===== src/rtl/video_start_sequencer_pkg.sv =====
// rtl/video_start_sequencer_pkg.sv - state encoding, default timing and helpers for the video start sequencer
package video_start_sequencer_pkg;

    localparam logic [1:0] ST_HOLD       = 2'd0;
    localparam logic [1:0] ST_WAIT_FRAME = 2'd1;
    localparam logic [1:0] ST_FILL       = 2'd2;
    localparam logic [1:0] ST_RUN        = 2'd3;

    localparam int DEF_FILL_LINES    = 2;
    localparam int DEF_HOLD_CYCLES   = 16;
    localparam int DEF_LINE_TIMEOUT  = 4096;
    localparam int DEF_FRAME_TIMEOUT = 2000000;

    // One counter serves as hold timer, line timeout and frame watchdog
    localparam int CNT_W = 21;

    function automatic logic [7:0] sat_inc8(input logic [7:0] v);
        return (v == 8'hFF) ? v : v + 8'd1;
    endfunction

endpackage


===== src/rtl/video_start_sequencer_cfg_sync.sv =====
// rtl/video_start_sequencer_cfg_sync.sv - two-flop synchronizer for one asynchronous mode request bit
module video_start_sequencer_cfg_sync (
    input  logic i_clock,
    input  logic i_reset_n,
    input  logic i_async,
    output logic o_sync
);

    logic r_meta;
    logic r_sync;

    always_ff @(posedge i_clock or negedge i_reset_n) begin
        if (!i_reset_n) begin
            r_meta <= 1'b0;
            r_sync <= 1'b0;
        end else begin
            r_meta <= i_async;
            r_sync <= r_meta;
        end
    end

    assign o_sync = r_sync;

endmodule


===== src/rtl/video_start_sequencer.sv =====
// rtl/video_start_sequencer.sv - holds the RAM-to-video stage in reset, fills lines, triggers start, watchdogs both sides
module video_start_sequencer
    import video_start_sequencer_pkg::*;
#(
    parameter int FILL_LINES    = DEF_FILL_LINES,
    parameter int HOLD_CYCLES   = DEF_HOLD_CYCLES,
    parameter int LINE_TIMEOUT  = DEF_LINE_TIMEOUT,
    parameter int FRAME_TIMEOUT = DEF_FRAME_TIMEOUT
) (
    input  logic       i_clock,
    input  logic       i_reset_n,
    input  logic       i_line_doubler_req,
    input  logic       i_add_line_req,
    input  logic       i_frame_start,
    input  logic       i_line_done,
    output logic       o_video_reset_n,
    output logic       o_starttrigger,
    output logic       o_line_doubler,
    output logic       o_add_line,
    output logic       o_running,
    output logic [7:0] o_resync_count
);

    localparam int LINE_W = $clog2(FILL_LINES + 1);

    logic [1:0]        r_state;
    logic [CNT_W-1:0]  r_cnt;
    logic [LINE_W-1:0] r_lines;
    logic              r_pend;
    logic              r_vrst_n;
    logic              r_start;
    logic              r_ld;
    logic              r_al;
    logic              r_run;
    logic [7:0]        r_resync;

    logic              w_ld_s;
    logic              w_al_s;
    logic              w_mode_diff;
    logic [LINE_W-1:0] w_lines_inc;

    video_start_sequencer_cfg_sync u_sync_ld (
        .i_clock   (i_clock),
        .i_reset_n (i_reset_n),
        .i_async   (i_line_doubler_req),
        .o_sync    (w_ld_s)
    );

    video_start_sequencer_cfg_sync u_sync_al (
        .i_clock   (i_clock),
        .i_reset_n (i_reset_n),
        .i_async   (i_add_line_req),
        .o_sync    (w_al_s)
    );

    assign w_mode_diff = (w_ld_s != r_ld) || (w_al_s != r_al);
    assign w_lines_inc = r_lines + LINE_W'(1);

    always_ff @(posedge i_clock or negedge i_reset_n) begin
        if (!i_reset_n) begin
            r_state  <= ST_HOLD;
            r_cnt    <= '0;
            r_lines  <= '0;
            r_pend   <= 1'b0;
            r_vrst_n <= 1'b0;
            r_start  <= 1'b0;
            r_ld     <= 1'b0;
            r_al     <= 1'b0;
            r_run    <= 1'b0;
            r_resync <= 8'd0;
        end else begin
            r_start <= 1'b0;
            case (r_state)
                ST_HOLD: begin
                    r_vrst_n <= 1'b0;
                    r_run    <= 1'b0;
                    // Mode bits may only move while the output stage is held in reset
                    if (r_cnt == '0) begin
                        r_ld <= w_ld_s;
                        r_al <= w_al_s;
                    end
                    if (r_cnt >= CNT_W'(HOLD_CYCLES - 1)) begin
                        r_vrst_n <= 1'b1;
                        r_cnt    <= '0;
                        r_state  <= ST_WAIT_FRAME;
                    end else begin
                        r_cnt <= r_cnt + CNT_W'(1);
                    end
                end

                ST_WAIT_FRAME: begin
                    if (w_mode_diff) begin
                        r_state  <= ST_HOLD;
                        r_cnt    <= '0;
                        r_vrst_n <= 1'b0;
                    end else if (i_frame_start) begin
                        r_lines <= '0;
                        r_cnt   <= '0;
                        r_state <= ST_FILL;
                    end
                end

                ST_FILL: begin
                    r_cnt <= i_line_done ? '0 : r_cnt + CNT_W'(1);
                    if (!i_line_done && r_cnt >= CNT_W'(LINE_TIMEOUT - 1)) begin
                        r_state  <= ST_HOLD;
                        r_cnt    <= '0;
                        r_vrst_n <= 1'b0;
                        r_resync <= sat_inc8(r_resync);
                    end else if (i_frame_start) begin
                        r_lines <= '0;
                    end else if (i_line_done) begin
                        if (w_lines_inc == LINE_W'(FILL_LINES)) begin
                            r_start <= 1'b1;
                            r_run   <= 1'b1;
                            r_pend  <= 1'b0;
                            r_state <= ST_RUN;
                        end else begin
                            r_lines <= w_lines_inc;
                        end
                    end
                end

                ST_RUN: begin
                    r_run  <= 1'b1;
                    r_pend <= w_mode_diff;
                    if (i_frame_start) begin
                        r_cnt <= '0;
                        // A pending mode change is applied at the frame boundary, not counted as a resync
                        if (r_pend) begin
                            r_state  <= ST_HOLD;
                            r_vrst_n <= 1'b0;
                            r_run    <= 1'b0;
                            r_pend   <= 1'b0;
                        end
                    end else if (r_cnt >= CNT_W'(FRAME_TIMEOUT - 1)) begin
                        r_state  <= ST_HOLD;
                        r_cnt    <= '0;
                        r_vrst_n <= 1'b0;
                        r_run    <= 1'b0;
                        r_pend   <= 1'b0;
                        r_resync <= sat_inc8(r_resync);
                    end else begin
                        r_cnt <= r_cnt + CNT_W'(1);
                    end
                end

                default: begin
                    r_state  <= ST_HOLD;
                    r_cnt    <= '0;
                    r_vrst_n <= 1'b0;
                    r_run    <= 1'b0;
                end
            endcase
        end
    end

    assign o_video_reset_n = r_vrst_n;
    assign o_starttrigger  = r_start;
    assign o_line_doubler  = r_ld;
    assign o_add_line      = r_al;
    assign o_running       = r_run;
    assign o_resync_count  = r_resync;

endmodule


===== config.mk =====
export PLATFORM = sky130hd
export DESIGN_NAME = video_start_sequencer
export DESIGN_NICKNAME = d
export VERILOG_FILES = /design/src/rtl/video_start_sequencer_pkg.sv /design/src/rtl/video_start_sequencer_cfg_sync.sv /design/src/rtl/video_start_sequencer.sv
export SDC_FILE = /design/constraint.sdc
export NUM_CORES = 1
export LEC_CHECK = 0
export BUFFER_PORTS_ARGS = -buffer_cell sky130_fd_sc_hd__buf_2
export CAP_MARGIN = 10
export CORE_ASPECT_RATIO = 1.1
export CORE_UTILIZATION = 40
export CTS_CLUSTER_DIAMETER = 40
export DETAILED_ROUTE_END_ITERATION = 8
export GPL_TIMING_DRIVEN = 0
export SYNTH_ARGS = -nofsm -noshare
export SYNTH_HDL_FRONTEND = slang
export SYNTH_HIERARCHICAL = 1
export SYNTH_SLANG_ARGS = --single-unit

===== constraint.sdc =====
create_clock -name i_clock -period 3.2 [get_ports i_clock]
set_clock_uncertainty 0.15 [all_clocks]
set_input_delay 0 -clock i_clock [delete_from_list [all_inputs] [get_ports i_clock]]
set_output_delay 0 -clock i_clock [all_outputs]
set_load 0.05 [all_outputs]

==> impl_results.md, run 1 <==
* Post-Place Setup Slack at 0.3197 ns
* Number of nets in the layout at 295
* Count of final max-slew check failures at 0
* Status: completed
* Die Span Y at 84.67 um
* Max-slew headroom at the worst pin at 0.3595
* Layout Cells excl Fill at 358
* Total of buffers placed on input and output ports at 17
* Count of distinct cell types in the synthesized netlist at 51
* WL/cell at 14.82 um
* Worst-Skew Late Latency at around 0.3 ns
* Overall Global Routing Usage at 0.1777
* Max incr delay on CP at 0.75 ns
* Clock transition time at the flip-flop clock pins of the worst setup and hold paths at 0.09 ns
* Minimum clock period after layout at 2.890 ns
* Number of instances in the synthesized netlist at 252
* Footprint of the multi-input gates at 1319 sq um
* Setup ws final at 0.3097 ns
* Area taken by flip-flops and latches at 1076 sq um
* Synth-to-Final Area Change at 12.34%
* Starting Density at 0.4227
* Overflow left after global routing at 0
* PnR Total Power at 0.001803 W
* Clock tree from TritonCTS: yes
* Family of cells with the greatest summed delay on the critical path: simple AND/OR/NAND/NOR gates
* Sequential fraction of the synthesis area at 0.4330
* Critical path type: reg2reg
* Post-route fraction of the period consumed by the critical path at 0.9032
* Required time at the worst-slack endpoint at 3.24 ns
* Max Cap Violations at 0
* IR drop worst, VDD at 0.0003484 V
* Number of antenna violations at the first check in global routing at 0
* Clk sinks at 43
* Core area at 5878 sq um
* Top Ports at 19
* Post-CTS Setup Inserts at 0
* Syn Nets at 267
* Total leakage power at 1.256 nW
* Synthesized flop and latch total at 43
* Layout cells sized above 1 at 0.1601
* Crit path cell chain: ha_1 -> nand2_1 -> nor4_1 -> o41ai_4 -> a311oi_4 -> mux2_2
* Count of synthesis-stage warnings from yosys at 6
* Share of synthesized registers carrying an async set or reset at 1.000
* Residual DRC at 0
* Library cell used as clock root buffer: sky130_fd_sc_hd__clkbuf_8
* Number of buffer and inverter instances along the worst setup path at 0
* RSZ-0062 raised after global routing: no
* EDFF count, synth at 0
* Critical path fanouts, max at 8
* TritonRoute pass-1 iters at 4
* Slowest cell on the critical path: sky130_fd_sc_hd__nor4_1
* Routed wire length at 5.305 mm
* Final hold vios at 0
* Mapped Area at 2485 sq um
* TritonCTS buffer count at 5
* Synthesized area divided by synthesized cell count at 9.861 sq um
* Number of setup violations in the final report at 0
* Vias in the first global route at 1906
* Vias per inst at 5.536
* Setup_tns at 0 ns
* Number of inserted filler cells in the final layout at 557
* First-pass GRT wire length at roughly 9.0 mm
* Overall die area at roughly 6500 sq um
* CP startpoint kind: register
* Min-delay worst type: in2reg
* Power Density at roughly 650 nW/um^2
* Number of nets with antenna violations after detailed routing at 0
* Transition time at the pin with the least slew margin at 0.9607 ns
* Overall die width at 77.15 um
* Iteration-0 DRC Markers at about 110
* N_diodes at 0
* Max Fclk at around 350 MHz
* Most used DFF post-synth: sky130_fd_sc_hd__dfrtp_1
* Endpoint class of the critical path: register
* Post-detail-place hpwl at 3.712 mm
* H-tree depth reported by CTS at 2
* Pin count of the biggest net entering global routing at 44
* Data arrival time at the worst-slack endpoint at 2.93 ns
* Post-placement cell count at 346
* Number of rows in the core area at 29
* Total number of vias at 1982
* Buffer depth of the longest clock path at 2
* GP Congestion at 0.7636
-- through the flow --
stage | hold slack, ns | util | area, sq um
CTS | 0.09417 | 0.4749 | 2791
global placement | -0.04127 | 0.4536 | 2666
finish | 0.1226 | 0.4749 | 2791
global route | 0.1487 | 0.4749 | 2791
floorplan | -0.4456 | - | 2485
detailed placement | -0.04041 | 0.4536 | 2666
-- repair_timing --
| action | in CTS | in global routing |
|---|---|---|
| hold buffers | 4 | 0 |
| resized for setup | 0 | 0 |
| endpoints found under the hold margin | 46 | 0 |
-- state kept, by name, summed over array words and instances (netlist names), 2 cells and up --
register,count
r_lines,2
r_cnt,21
o_resync_count,8
r_state,2
-- cells in the mapped netlist, types with 4 or more instances --
master                      n  area share
sky130_fd_sc_hd__ha_1       9       0.045
sky130_fd_sc_hd__nand2_1   26       0.039
sky130_fd_sc_hd__dfrtp_1   43        0.43
sky130_fd_sc_hd__nor3_1     7       0.014
sky130_fd_sc_hd__or3_1      4       0.010
sky130_fd_sc_hd__a22oi_1    4       0.012
sky130_fd_sc_hd__nor2_1    15       0.023
sky130_fd_sc_hd__a21oi_1   19       0.038
sky130_fd_sc_hd__a221o_1    4       0.016
sky130_fd_sc_hd__clkbuf_1   5      0.0076
sky130_fd_sc_hd__mux2_2     6       0.027
sky130_fd_sc_hd__xnor2_1   11       0.039
sky130_fd_sc_hd__nand3_1    9       0.018
sky130_fd_sc_hd__and3_1     6       0.015
sky130_fd_sc_hd__nand4_1   15       0.038
sky130_fd_sc_hd__xor2_1     7       0.025
sky130_fd_sc_hd__a21o_1     5       0.015
sky130_fd_sc_hd__inv_1      9       0.014
-- layer usage --
metal,global-route usage,share of wire
met3,0.03370,0.030
met5,0,0
met4,0.07033,0.010
met2,0.2896,0.48
met1,0.2323,0.48
-- path summary, 6_finish.rpt --
| path | end | start | slack, ns | cells after the start |
|---|---|---|---|---|
| worst max register to register | o_resync_count[1] | r_cnt[0] | 0.31 | 6 |
| min in group asynchronous | o_resync_count[5] | i_reset_n | 0.23 | 2 |
| worst min register to register | u_sync_al/o_sync | u_sync_al/r_meta | 0.21 | 0 |
| max in group asynchronous | o_resync_count[1] | i_reset_n | 2.07 | 2 |
| worst min-delay path | o_running | i_frame_start | 0.12 | 3 |
| worst max-delay path | o_resync_count[1] | r_cnt[0] | 0.31 | 6 |
-- cells in the final DEF (no fill, tap or decap), types with 3 or more instances in the layout --
cell and n:
sky130_fd_sc_hd__nand2_1 26, sky130_fd_sc_hd__ha_1 9, sky130_fd_sc_hd__nand3_1 9, sky130_fd_sc_hd__inv_1 9
sky130_fd_sc_hd__mux2_2 6, sky130_fd_sc_hd__nand4b_1 3, sky130_fd_sc_hd__dlygate4sd3_1 4, sky130_fd_sc_hd__nand4_1 15
sky130_fd_sc_hd__a221o_1 4, sky130_fd_sc_hd__nor2_1 15, sky130_fd_sc_hd__a22oi_1 4, sky130_fd_sc_hd__a21o_1 5
sky130_fd_sc_hd__and3_1 6, sky130_fd_sc_hd__nand2b_1 3, sky130_fd_sc_hd__a31oi_1 3, sky130_fd_sc_hd__buf_2 19
sky130_fd_sc_hd__clkbuf_8 5, sky130_fd_sc_hd__xor2_1 7, sky130_fd_sc_hd__dfrtp_1 43, sky130_fd_sc_hd__nor3_1 7
sky130_fd_sc_hd__or3_1 4, sky130_fd_sc_hd__xnor2_1 11, sky130_fd_sc_hd__clkbuf_1 6, sky130_fd_sc_hd__a21oi_1 19
-- report_power, final --
part	switching, W	internal [W]	total (W)
sequential	0.0000734	0.000625	0.000698
combinational	0.000488	0.000273	0.000761
clock	0.000191	0.000153	0.000344
total	0.000753	0.00105	0.00180
-- cell type report --
type,instances,share of cell area
timing repair buffer,21,0.04482
buffer,10,0.02017
clock inverter,2,0.004482
multi-input combinational,190,0.4724
tap,77,0.03451
sequential,43,0.3855
clock buffer,6,0.02600
inverter,9,0.01210
-- worst reg2reg max path, cell delays in order (launching register included) --
cell                       delay, ns
sky130_fd_sc_hd__dfrtp_1        0.40
sky130_fd_sc_hd__ha_1           0.30
sky130_fd_sc_hd__nand2_1        0.12
sky130_fd_sc_hd__nor4_1         0.75
sky130_fd_sc_hd__o41ai_4        0.17
sky130_fd_sc_hd__a311oi_4       0.49
sky130_fd_sc_hd__mux2_2         0.39
-- kinds of logic (layout without fill, tap and decap cells) --
| family | Yosys count | after routing | share of synthesized area |
|---|---|---|---|
| AND/OR/NAND/NOR | 105 | 105 | 0.2341 |
| AO/OA/AOI/OAI | 51 | 51 | 0.1566 |
| flip-flops | 43 | 43 | 0.4330 |
| buffers and inverters | 19 | 48 | 0.03625 |
| XOR/XNOR | 18 | 18 | 0.06344 |
| adder cells (fa/ha/maj) | 9 | 9 | 0.04532 |
| multiplexers | 7 | 7 | 0.03122 |
No activity file was read; power rests on OpenSTA's default activity.
==> run 2, diff against run 1 <==
--- a/config.mk
+++ b/config.mk
@@ -12,6 +12,7 @@
 export CTS_CLUSTER_DIAMETER = 40
 export DETAILED_ROUTE_END_ITERATION = 8
 export GPL_TIMING_DRIVEN = 0
+export HOLD_SLACK_MARGIN = 0.06
 export SYNTH_ARGS = -nofsm -noshare
 export SYNTH_HDL_FRONTEND = slang
 export SYNTH_HIERARCHICAL = 1
==> constraint.sdc (replaced) <==
create_clock -name i_clock -period 2.55 [get_ports i_clock]
set_clock_uncertainty 0.15 [all_clocks]
set_input_delay 0 -clock i_clock [delete_from_list [all_inputs] [get_ports i_clock]]
set_output_delay 0 -clock i_clock [all_outputs]
set_load 0.05 [all_outputs]
==> run 2 against run 1 <==
Against the previous run: fmax up 15%; critical path type unchanged; sequential power is 27% higher; critical endpoint is now r_cnt[17]; via count grew 4.6%; count of clock-buffer cells in the layout did not move; sequential share of layout area shrank 3.2 points.
==> impl_results.md, run 2 (same netlist as run 1, synthesis figures left out) <==
* Number of nets in the layout at 311 (+5.4%)
* First-pass GRT wire length at 9.411 mm (+4.4%)
* TritonRoute pass-1 iters at 4 (unchanged)
* Total of buffers placed on input and output ports at 17 (unchanged)
* Total leakage power at 1.387 nW (+10%)
* Layout cells sized above 1 at 0.2828 (+0.1227)
* Number of setup violations in the final report at 0 (unchanged)
* Clock transition time at the flip-flop clock pins of the worst setup and hold paths at 0.09 ns (about the same)
* Max-slew headroom at the worst pin at 0.3344 (-0.02510)
* Min-delay worst type: in2reg
* Vias in the first global route at 1951 (+2.4%)
* Library cell used as clock root buffer: sky130_fd_sc_hd__clkbuf_8
* H-tree depth reported by CTS at 2 (unchanged)
* Synth-to-Final Area Change at 22.81%
* Leading cell type in the layout, fill and taps excluded: sky130_fd_sc_hd__dfrtp_1
* Overall Global Routing Usage at 0.1848 (+0.007061)
* Utilization after layout at 0.5192 (+0.04427)
* Endpoint class of the critical path: register
* Number of antenna violations at the first check in global routing at 0 (unchanged)
* Pin count of the biggest net entering global routing at 44 (unchanged)
* CP startpoint kind: register
* Critical path fanouts, max at 10 (+2)
* Buffer depth of the longest clock path at 2 (unchanged)
* Transition time at the pin with the least slew margin at 0.9984 ns (+0.03766 ns)
* Critical path type: reg2reg
* Die Span Y at 84.67 um (unchanged)
* Worst hold margin at 0.1345 ns (+0.01190 ns)
* Data arrival time at the worst-slack endpoint at 2.59 ns (-0.34 ns)
* Final hold vios at 0 (unchanged)
* Most used cells in the layout excluding fill and tap cells: 40 x sky130_fd_sc_hd__dfrtp_1, 26 x sky130_fd_sc_hd__nand2_1, 18 x sky130_fd_sc_hd__buf_2
* RSZ-0062 raised after global routing: yes
* Starting Density at 0.4227 (unchanged)
* Total number of vias at 2074 (+4.6%)
* Register with the highest flop count: r_cnt
* Number of rows in the core area at 29 (unchanged)
* IR drop worst, VDD at 0.0004403 V (+26%)
* Overall die width at 77.15 um (unchanged)
* Max Cap Violations at 0 (unchanged)
* Number of inserted filler cells in the final layout at 543 (-2.5%)
* Vias per inst at 5.545 (+0.17%)
* Iteration-0 DRC Markers at 128 (+14%)
* Overall die area at 6532 sq um (unchanged)
* Routed wire length at 5.937 mm (+12%)
* Core area at 5878 sq um (unchanged)
* Clock tree from TritonCTS: yes
* Status: completed
* Post-route fraction of the period consumed by the critical path at 0.9874 (+0.08414)
* TritonCTS buffer count at 5 (unchanged)
* Required time at the worst-slack endpoint at 2.62 ns (-0.62 ns)
* Overflow left after global routing at 0 (unchanged)
* Count of final max-slew check failures at 0 (unchanged)
* WL/cell at 15.87 um (+7.1%)
* Power Density at 783.2 nW/um^2 (+21%)
* GP Congestion at 0.7636 (unchanged)
* Number of nets with antenna violations after detailed routing at 0 (unchanged)
* Residual DRC at 0 (unchanged)
* Footprint of the multi-input gates at 1431 sq um (+8.5%)
* Flip-flop count of the largest register, all copies and words added at 21 (unchanged)
* Minimum clock period after layout at 2.518 ns (-0.3725 ns)
* Top Ports at 19 (unchanged)
* Clk sinks at 43 (unchanged)
* Area taken by flip-flops and latches at 1080 sq um (+0.35%)
* Post-detail-place hpwl at 3.712 mm (unchanged)
* Max Fclk at 397.2 MHz (+15%)
* Worst-Skew Late Latency at 0.30 ns (about the same)
* N_diodes at 0 (unchanged)
-- run 2: cell count changes in the layout (fill, tap and decap cells not counted), moves of 2 or more --
cell / delta
sky130_fd_sc_hd__buf_4: +16
sky130_fd_sc_hd__a21oi_1: -10
sky130_fd_sc_hd__a21oi_2: +9
sky130_fd_sc_hd__dfrtp_1: -3
sky130_fd_sc_hd__dfrtp_2: +3
sky130_fd_sc_hd__a22oi_1: -2
sky130_fd_sc_hd__a22oi_2: +2
sky130_fd_sc_hd__clkbuf_1: -2
sky130_fd_sc_hd__nor3_2: -2
sky130_fd_sc_hd__nor3_4: +2
sky130_fd_sc_hd__nor4_4: +2
-- run 2: what timing repair did --
item,CTS,global route
gates resized for setup,9,25
buffers inserted,8,9
hold endpoints to repair,46,0
endpoints found under the setup margin,31,25
pin swaps,7,14
hold buffers,4,0
-- run 2: final timing paths --
kind / start / slack, ns / cells after the start / to
max in group asynchronous: i_reset_n / 1.32 / 2 / r_cnt[8]
worst min register to register: u_sync_al/r_meta / 0.21 / 0 / u_sync_al/o_sync
worst max register to register: r_cnt[20] / 0.03 / 8 / r_cnt[17]
min in group asynchronous: i_reset_n / 0.23 / 2 / o_resync_count[5]
worst min-delay path: i_frame_start / 0.13 / 3 / o_running
worst max-delay path: r_cnt[20] / 0.03 / 8 / r_cnt[17]
-- run 2: worst max-delay path, cell delays in order, from the launching register on --
cell	delay [ns]
sky130_fd_sc_hd__dfrtp_1	0.41
sky130_fd_sc_hd__or4_4	0.54
sky130_fd_sc_hd__or3_4	0.41
sky130_fd_sc_hd__nor3_4	0.24
sky130_fd_sc_hd__a21boi_2	0.10
sky130_fd_sc_hd__buf_6	0.14
sky130_fd_sc_hd__and2_4	0.17
sky130_fd_sc_hd__buf_12	0.14
sky130_fd_sc_hd__a21oi_1	0.14
-- run 2: cell type report --
class | instances | share of cell area
inverter | 9 | 0.01107
multi-input combinational | 190 | 0.4690
clock inverter | 2 | 0.004100
timing repair buffer | 38 | 0.08405
clock buffer | 6 | 0.02378
sequential | 43 | 0.3538
tap | 77 | 0.03157
buffer | 9 | 0.02255
-- run 2: stage by stage --
stage	std cells	setup WS [ns]	setup TNS (ns)	power [W]	area, sq um
6_report	374	0.03219	0	0.002390	3052
5_1_grt	374	-0.05794	-0.3822	0.002534	3052
4_1_cts	365	-0.00006084	-0.00006084	0.002313	2898
3_5_place_dp	346	-0.3303	-5.813	0.001846	2666
3_3_place_gp	346	-0.3391	-5.635	0.001838	2666
2_1_floorplan	252	0.07511	0	0.001618	2485
-- run 2: per-layer routing --
layer  routed length, um  up-vias  part of all wire  GRT usage
met5                   0        -                 0          0
met2                2923       30              0.49     0.2985
met3                 176        7             0.030    0.03370
met1                2752     1021              0.46     0.2459
li1                    -     1016                 -          -
met4                  84        0             0.014    0.07033
-- run 2: report_power, final --
group / internal, W / switching [W] / leakage [nW]
registers: 0.000784 / 0.000101 / 0.569
logic: 0.000412 / 0.000659 / 0.777
clock network: 0.000192 / 0.000242 / 0.0412
total: 0.00139 / 0.00100 / 1.39
